==> src/rtl/definitions.sv <==
// Shared fixed-point definitions for the MAC datapath: Q format, operating
// modes and the saturating clamp to Q width.
package definitions;

  localparam int Q_INT      = 8;
  localparam int Q_FRAC     = 8;
  localparam int Q_SIZE     = Q_INT + Q_FRAC;
  localparam int CLAMP_IN_W = 64;

  typedef enum logic {
    MODE_ACC = 1'b0,
    MODE_MUL = 1'b1
  } mac_mode_t;

  typedef struct packed {
    logic              sat;
    logic [Q_SIZE-1:0] q;
  } q_clamp_t;

  localparam logic signed [CLAMP_IN_W-1:0] Q_MAX_EXT =
    {{(CLAMP_IN_W-Q_SIZE+1){1'b0}}, {(Q_SIZE-1){1'b1}}};
  localparam logic signed [CLAMP_IN_W-1:0] Q_MIN_EXT =
    {{(CLAMP_IN_W-Q_SIZE+1){1'b1}}, {(Q_SIZE-1){1'b0}}};

  // Caller sign-extends its value to CLAMP_IN_W bits.
  function automatic q_clamp_t q_clamp(input logic signed [CLAMP_IN_W-1:0] v);
    q_clamp_t r;
    r.sat = 1'b0;
    r.q   = v[Q_SIZE-1:0];
    if (v > Q_MAX_EXT) begin
      r.sat = 1'b1;
      r.q   = {1'b0, {(Q_SIZE-1){1'b1}}};
    end else if (v < Q_MIN_EXT) begin
      r.sat = 1'b1;
      r.q   = {1'b1, {(Q_SIZE-1){1'b0}}};
    end
    return r;
  endfunction

endpackage

==> src/rtl/mac_lane.sv <==
// One MAC lane: rounded product register, guard-extended saturating
// accumulator with sticky sat, and clamp of the next sum to Q format.
module mac_lane
  import definitions::*;
#(
  parameter int ACC_GUARD = 4
) (
  input  logic              clk,
  input  logic              reset_n,
  input  logic              load_p,
  input  logic              acc_en,
  input  logic              first,
  input  logic [Q_SIZE-1:0] x,
  input  logic [Q_SIZE-1:0] w,
  output logic [Q_SIZE-1:0] q,
  output logic              sat
);

  localparam int FULL_W = 2 * Q_SIZE;
  localparam int PROD_W = 2 * Q_INT + Q_FRAC;
  localparam int ACC_W  = PROD_W + ACC_GUARD;
  localparam logic [FULL_W-1:0] ROUND_HALF = FULL_W'(1) << (Q_FRAC - 1);
  localparam logic [ACC_W-1:0]  ACC_MAX    = {1'b0, {(ACC_W-1){1'b1}}};
  localparam logic [ACC_W-1:0]  ACC_MIN    = {1'b1, {(ACC_W-1){1'b0}}};

  logic signed [FULL_W-1:0] x_ext;
  logic signed [FULL_W-1:0] w_ext;
  logic signed [FULL_W-1:0] full_prod;
  logic [PROD_W-1:0]        prod_round;
  logic [Q_FRAC-1:0]        frac_unused;
  logic [PROD_W-1:0]        prod_reg;
  logic [ACC_W-1:0]         acc_reg;
  logic [ACC_W-1:0]         acc_next;
  logic [ACC_W:0]           acc_ext;
  logic [ACC_W:0]           prod_ext;
  logic [ACC_W:0]           sum;
  logic                     acc_ovf;
  logic                     sticky_reg;
  logic                     sticky_next;
  q_clamp_t                 clamp;

  assign x_ext     = {{(FULL_W-Q_SIZE){x[Q_SIZE-1]}}, x};
  assign w_ext     = {{(FULL_W-Q_SIZE){w[Q_SIZE-1]}}, w};
  assign full_prod = x_ext * w_ext;
  // Round half up, then drop the fraction bits below the Q point.
  assign {prod_round, frac_unused} = full_prod + ROUND_HALF;

  assign prod_ext = {{(ACC_W+1-PROD_W){prod_reg[PROD_W-1]}}, prod_reg};
  assign acc_ext  = {acc_reg[ACC_W-1], acc_reg};

  always_comb begin
    sum = acc_ext + prod_ext;
    if (first) sum = prod_ext;
    acc_ovf  = sum[ACC_W] ^ sum[ACC_W-1];
    acc_next = sum[ACC_W-1:0];
    if (acc_ovf) acc_next = sum[ACC_W] ? ACC_MIN : ACC_MAX;
    sticky_next = (sticky_reg & ~first) | acc_ovf;
    clamp = q_clamp({{(CLAMP_IN_W-ACC_W){acc_next[ACC_W-1]}}, acc_next});
  end

  assign q   = clamp.q;
  assign sat = sticky_next | clamp.sat;

  always_ff @(posedge clk or negedge reset_n) begin
    if (!reset_n) begin
      prod_reg   <= '0;
      acc_reg    <= '0;
      sticky_reg <= 1'b0;
    end else begin
      if (load_p) prod_reg <= prod_round;
      if (acc_en) begin
        acc_reg    <= acc_next;
        sticky_reg <= sticky_next;
      end
    end
  end

endmodule

==> src/rtl/mac_lane_array.sv <==
// Multi-lane pipelined MAC: broadcast activation, per-lane weights, vector
// framing, output register and a single global stall.
module mac_lane_array
  import definitions::*;
#(
  parameter int LANES     = 4,
  parameter int ACC_GUARD = 4
) (
  input  logic                    clk,
  input  logic                    reset_n,
  input  logic                    in_valid,
  output logic                    in_ready,
  input  logic                    in_last,
  input  logic                    in_mode,
  input  logic [Q_SIZE-1:0]       in_x,
  input  logic [LANES*Q_SIZE-1:0] in_w,
  output logic                    out_valid,
  input  logic                    out_ready,
  output logic [LANES*Q_SIZE-1:0] out_data,
  output logic [LANES-1:0]        out_sat
);

  logic                    stall;
  logic                    advance;
  logic                    beat;
  logic                    beat_last;
  logic                    open_reg;
  logic                    p_valid_reg;
  logic                    p_first_reg;
  logic                    p_last_reg;
  logic                    out_valid_reg;
  logic [LANES*Q_SIZE-1:0] out_data_reg;
  logic [LANES-1:0]        out_sat_reg;
  logic [LANES*Q_SIZE-1:0] lane_q;
  logic [LANES-1:0]        lane_sat;

  assign stall    = out_valid_reg & ~out_ready;
  assign advance  = ~stall;
  assign in_ready = advance;
  assign beat     = in_valid & advance;
  // Mode only matters on the opening beat; a multiply beat closes its vector.
  assign beat_last = in_last | (open_reg & (mac_mode_t'(in_mode) == MODE_MUL));

  generate
    for (genvar gi = 0; gi < LANES; gi++) begin : g_lane
      mac_lane #(
        .ACC_GUARD(ACC_GUARD)
      ) u_lane (
        .clk    (clk),
        .reset_n(reset_n),
        .load_p (advance),
        .acc_en (advance & p_valid_reg),
        .first  (p_first_reg),
        .x      (in_x),
        .w      (in_w[gi*Q_SIZE +: Q_SIZE]),
        .q      (lane_q[gi*Q_SIZE +: Q_SIZE]),
        .sat    (lane_sat[gi])
      );
    end
  endgenerate

  always_ff @(posedge clk or negedge reset_n) begin
    if (!reset_n) begin
      open_reg      <= 1'b1;
      p_valid_reg   <= 1'b0;
      p_first_reg   <= 1'b0;
      p_last_reg    <= 1'b0;
      out_valid_reg <= 1'b0;
      out_data_reg  <= '0;
      out_sat_reg   <= '0;
    end else if (advance) begin
      p_valid_reg <= beat;
      p_first_reg <= open_reg;
      p_last_reg  <= beat_last;
      if (beat) open_reg <= beat_last;
      if (p_valid_reg && p_last_reg) begin
        out_valid_reg <= 1'b1;
        out_data_reg  <= lane_q;
        out_sat_reg   <= lane_sat;
      end else begin
        out_valid_reg <= 1'b0;
      end
    end
  end

  assign out_valid = out_valid_reg;
  assign out_data  = out_data_reg;
  assign out_sat   = out_sat_reg;

endmodule

==> config.mk <==
export PLATFORM = sky130hd
export DESIGN_NAME = mac_lane_array
export DESIGN_NICKNAME = d
export VERILOG_FILES = /design/src/rtl/definitions.sv /design/src/rtl/mac_lane.sv /design/src/rtl/mac_lane_array.sv
export SDC_FILE = /design/constraint.sdc
export NUM_CORES = 2
export LEC_CHECK = 0
export ABC_CLOCK_PERIOD_IN_PS = 5030
export CORE_ASPECT_RATIO = 1.1
export CORE_UTILIZATION = 55
export CTS_BUF_LIST = sky130_fd_sc_hd__clkbuf_16
export DETAILED_ROUTE_END_ITERATION = 6
export DONT_BUFFER_PORTS = 1
export PLACE_DENSITY = 0.71
export SETUP_SLACK_MARGIN = 0.02
export SLEW_MARGIN = 10
export SYNTH_ARGS = -nofsm -noshare
export SYNTH_HDL_FRONTEND = slang
export SYNTH_HIERARCHICAL = 1
export SYNTH_SLANG_ARGS = --single-unit
==> constraint.sdc <==
create_clock -name clk -period 5.03 [get_ports clk]
set_input_delay 1.006 -clock clk [delete_from_list [all_inputs] [get_ports clk]]
set_output_delay 1.006 -clock clk [all_outputs]
set_load 0.01 [all_outputs]
# [After elaboration in Yosys (flattened, before gate mapping)]
# Index checks and enable logic that the tools add are counted.
[op_classes] n_reduce_logical=3 n_addsub=8 n_mul=4 muxes=21 bitwise=24 n_lt_le_gt_ge=8
[ops] operator="$mux W28" n=8
[ops] operator="$mux W17" n=8
[ops] operator="$add A32 B8 Y32 const B" n=4
[ops] operator="$mul A16 B16 Y32" n=4
[ops] operator="$add A28 B24 Y29" n=4
[ops] operator="$mux W29" n=4
[ops] operator="$gt A28 B16 Y1 const B" n=4
[ops] operator="$lt A28 B16 Y1 const B" n=4
[ops] operator="$or A1 B1 Y1" n=9
[ops] operator="$and A1 B1 Y1" n=8
[ops] operator="$reduce_and A2 Y1" n=2
[ops] operator="$xor A1 B1 Y1" n=4
[ops] operator="$not A1 Y1" n=3
[ops] operator="$logic_and A1 B1 Y1" n=1
[ops] operator="$mux W1" n=1
[totals] wordCells=87 reg_bits=285 out_inout_bits=70

# [Depth between registers and ports, before layout]
[depth] depth_word=8 depth_mapped=25 mapped_depth_nobuf=24

# [Cells and area by module]
# Netlist, hierarchy kept.
[modules_own_cells] mod="mac_lane at g_lane[0].u_lane" seq_area_each_um2=1326.3 area_per_inst_um2=14209.9 cells_each=1588 n_inst=1
[modules_own_cells] mod="mac_lane at g_lane[1].u_lane" seq_area_each_um2=1326.3 area_per_inst_um2=14015.9 cells_each=1564 n_inst=1
[modules_own_cells] mod="mac_lane at g_lane[2].u_lane" seq_area_each_um2=1326.3 area_per_inst_um2=13837.0 cells_each=1548 n_inst=1
[modules_own_cells] mod="mac_lane at g_lane[3].u_lane" seq_area_each_um2=1326.3 area_per_inst_um2=13618.1 cells_each=1495 n_inst=1
[modules_own_cells] mod="mac_lane_array" seq_area_each_um2=1828.0 area_per_inst_um2=2840.2 cells_each=162 n_inst=1

# [Worst setup path before layout]
# Ideal clock, no wire load.
[synth_path] path_type="input-to-reg" startpoint="input port in_w[15]" endpoint="register g_lane[0].u_lane.prod_reg[23]" arrival_ps=7130 path_slack_ps=-2225 required_ps=4905 stages=22 path_buffers=1 path_cell_list="inv_1 > clkbuf_1 > nor2_1 > fa_1 > fa_1 > fa_1 > fa_1 > fa_1 > inv_1 > fa_1 > inv_1 > ha_1 > a21oi_1 > nand2_1 > a221oi_1 > o211ai_1 > a31o_2 > a41oi_1 > o2111ai_1 > o31a_1 > xnor2_1 > mux2_2"
[synth_between] elab_chain_len=2
[synth_lines] element="start, declared" line="mac_lane_array.sv:16" source="input logic [LANES*Q_SIZE-1:0] in_w,"
[synth_lines] element="$mul A16 B16 Y32" line="mac_lane.sv:44" source="assign full_prod = x_ext * w_ext;"
[synth_lines] element="$add A32 B8 Y32" line="mac_lane.sv:46" source="assign {prod_round, frac_unused} = full_prod + ROUND_HALF;"
[synth_lines] element="end signal, assigned" line="mac_lane.sv:70" source="if (load_p) prod_reg <= prod_round;"
[synth_lines] element="end, declared" line="mac_lane.sv:31" source="logic [PROD_W-1:0] prod_reg;"
# Every way passes these cells.
# A chain may end at the register's enable or synchronous reset.

# [Final worst setup path]
[layout_path] startpoint="input port in_x[6]" endpoint="register g_lane[3].u_lane.prod_reg[23]"
[layout_between] elab_chain_len=2
[layout_lines] element="start, declared" line="mac_lane_array.sv:15" source="input logic [Q_SIZE-1:0] in_x,"
[layout_lines] element="$mul A16 B16 Y32" line="mac_lane.sv:44"
[layout_lines] element="$add A32 B8 Y32" line="mac_lane.sv:46"
[layout_lines] element="end signal, assigned" line="mac_lane.sv:70"
[layout_lines] element="end, declared" line="mac_lane.sv:31"
# Every way passes these cells.

==> results.py <==
metrics = {
    "yosys": {
        "syn_area_per_cell_um2": 9.21,
        "synth_top_area_cell": "fa_1",
        "netlist_area_um2": 58500,
        "syn_inst": 6357,
        "yosysMostFrequentCell": "inv_1",
        "synth_edf_count": 0,
        "synth_cell_types": 119,
        "async_flop_share": 1.00,
        "synth_seq_cells": 285,
        "synth_xor_area_frac": 0.0307,
        "yosysWarningCount": 6,
        "syn_nets": 7915,
        "synth_top_flop_cell": "dfrtp_1",
        "ys_seq_area_frac": 0.122,
        "netlist_top_cells_area": "fa_1 (36%), dfrtp_1 (12%), ha_1 (9.0%), inv_1 (8.2%), and2_1 (5.2%)",
        "synth.top_cell.area_share": 0.360,
        "synth.area.mux_share": 0.0371,
        "synth_adder_area_share": 0.450,
        "synth_commonest_cells": "inv_1 (1283), fa_1 (1052), nand2_1 (667)",
        "yosys.area_share.simple": 0.149,
        "synth_top_family_by_area": "adder cells",
        "synth_compound_area_frac": 0.110,
    },
    "setup_path": {
        "cp_max_fo": 64,
        "crit_top_cell": "fa_1",
        "slowest_delay_ns": 0.61,
        "critical_path_required_ns": 5.48,
        "crit_slowest_cell": "fa_1",
        "path_buf_inv": 2,
        "r2r_cells": 12,
        "path_depth": 20,
        "endpoint_kind": "flip-flop",
        "cp-start-kind": "input port",
        "worst-setup-path-type": "input port to flip-flop",
        "worstPathCellList": "and2_1, fa_1, inv_1, fa_1, fa_1, fa_1, inv_1, fa_2, fa_1, ha_4, a21oi_2, o21ai_2, a22oi_2, a211oi_4, o31ai_4, o21ai_2, a2111o_1, a41oi_2, xnor2_2, mux2_4",
        "crit_family": "adder cells",
        "critPathArrivalTime_ns": 6.82,
    },
    "placed_design": {
        "place_congestion": 0.939,
        "placed_cells": 7890,
        "hpwlAfterDp_um": 123000,
        "pre_cts_ws_ns": -2.05,
        "io_buffers": 0,
    },
    "global_routing": {
        "antenna_found_initial": 2,
        "grt_pass1_vias": 49900,
        "grt_usage": 0.310,
        "grt_pass1_wl_um": 264000,
        "overflow": 0,
        "grt_max_degree": 286,
    },
    "clock_tree": {
        "clock-root-buffer": "clkbuf_16",
        "htree_levels": 2,
        "clk_path_buf_depth": 3,
        "clkSinkCount": 285,
        "numCtsBuffers": 39,
        "tritoncts": "built",
        "worstSkewPairLatency_ns": 0.58,
        "ctsHoldBuffers": 0,
        "clkSlewWorstSetupHoldPaths_ns": 0.05,
    },
    "finish": {
        "final_nets": 8125,
        "largest_register_ffs": 112,
        "drive_above_1_share": 0.176,
        "nFillCells": 8736,
        "final_util": 0.626,
        "final_cells": 7995,
        "area_growth_pct": 12.9,
    },
    "floorplanning": {
        "initial_core_util": 0.554,
        "ios": 156,
        "dieHeight_um": 344,
        "core-area_um2": 106000,
        "dieWidth_um": 313,
        "fp-row-count": 125,
        "die_area_um2": 108000,
    },
    "timing": {
        "hold_violations": 0,
        "relSlewSlack": 0.355,
        "fin_ws_ns": -1.34,
        "fin_crit_sh": 1.27,
        "worstMarginPinSlew_ns": 0.965,
        "fmax_ghz": 0.157,
        "rsz0062_at_grt": "true",
        "clock_skew_ns": 0.0249,
        "drv_slew": 0,
        "whs_ns": 0.149,
        "finalSetupViolCount": 87,
        "min_period_ns": 6.37,
    },
    "detailed_routing": {
        "avgViaCountPerCell": 5.69,
        "drtPass1Iterations": 5,
        "post_drt_wl_per_cell_um": 20.3,
        "ant_nets": 0,
        "initialDrtViolationCount": 2486,
        "drc": 0,
        "routed_wirelength_um": 162000,
        "vias": 45500,
    },
    "job": {
        "drv_cap": 0,
    },
    "status": {
        "status": "complete, but fails checks",
        "violations": "setup timing",
    },
    "min_path": {
        "hold_path_class": "input port to async pin",
    },
}
==> stage by stage <==
stage / cell area (um^2) / TNS [ns]
3_3_place_gp: 63100 / -115.41
3_5_place_dp: 63100 / -120.41
5_1_grt: 66000 / -76.25
4_1_cts: 65300 / -59.22
2_1_floorplan: 60000 / -82.92
6_report: 66100 / -68.05
==> final timing paths <==
check | from | end | slack (ns)
min reg2reg | g_lane[0].u_lane/acc_reg[20] | g_lane[0].u_lane/acc_reg[20] | 0.48
max | in_x[6] | g_lane[3].u_lane/prod_reg[23] | -1.34
max reg2reg | g_lane[3].u_lane/prod_reg[14] | out_data[50] | 0.43
min in group clk | g_lane[0].u_lane/acc_reg[20] | g_lane[0].u_lane/acc_reg[20] | 0.48
max in group asynchronous | reset_n | p_first_reg | 4.17
min | reset_n | g_lane[0].u_lane/prod_reg[1] | 0.15
==> metal layers <==
metal | up-vias | global-route usage | routed length, um | part of all wire
met4 | 2 | 0.124 | 7610 | 0.047
met5 | - | 0 | 13 | 0.000080
met1 | 23200 | 0.371 | 62300 | 0.38
met2 | 1434 | 0.565 | 83300 | 0.51
met3 | 391 | 0.0386 | 8740 | 0.054
li1 | 20500 | - | - | -
==> layout by cell type (no fill, tap or decap), drive strengths merged, types with 16 or more instances in the layout <==
master   netlist  layout
buf           60     426
fa          1052    1052
dfrtp        284     284
mux2i         16      16
a21o          85      85
mux2         171     171
nor2b         33      33
clkbuf       197      41
o31ai         23      23
inv         1284    1292
nand2b        51      51
o2bb2ai       18      18
nand2        668     668
and3          25      25
xor2          67      67
xnor2        137     137
a21oi        252     252
ha           420     420
and2         485     485
o21a          27      27
o21ai        196     196
a211oi        52      52
nand3         70      70
nor3          44      44
a31oi         32      32
a22oi         20      20
nand4         44      44
o211ai        45      45
nor2         228     228
or3           16      16
==> final cells by class <==
| class | count | area [um^2] | share of cell area |
|---|---|---|---|
| diodes | 4 | 10.0 | 0.000152 |
| clock buffers | 41 | 1030 | 0.0155 |
| clock inverters | 27 | 226 | 0.00343 |
| inverters | 1287 | 4840 | 0.0732 |
| multi-input cells | 4528 | 47700 | 0.722 |
| flip-flops and latches | 285 | 7140 | 0.108 |
| well taps | 1397 | 1750 | 0.0265 |
| repair buffers | 426 | 3400 | 0.0514 |
==> kinds of logic (layout without fill, tap and decap cells) <==
group	after synthesis	after routing
AND/OR/NAND/NOR	1737	1737
multiplexers	187	187
flip-flops	285	285
XOR/XNOR	204	204
buffers and inverters	1544	1781
adder cells (fa/ha/maj)	1472	1472
other	0	4
AO/OA/AOI/OAI	928	928
==> repair_timing <==
item	4_1_cts	5_1_grt
resized for setup	211	144
endpoints found under the setup margin	86	90
setup buffers	22	36
pin swaps	131	102
Power is not shown: default switching activity piles up to over one toggle a cycle in this logic, so the estimate is an artifact.
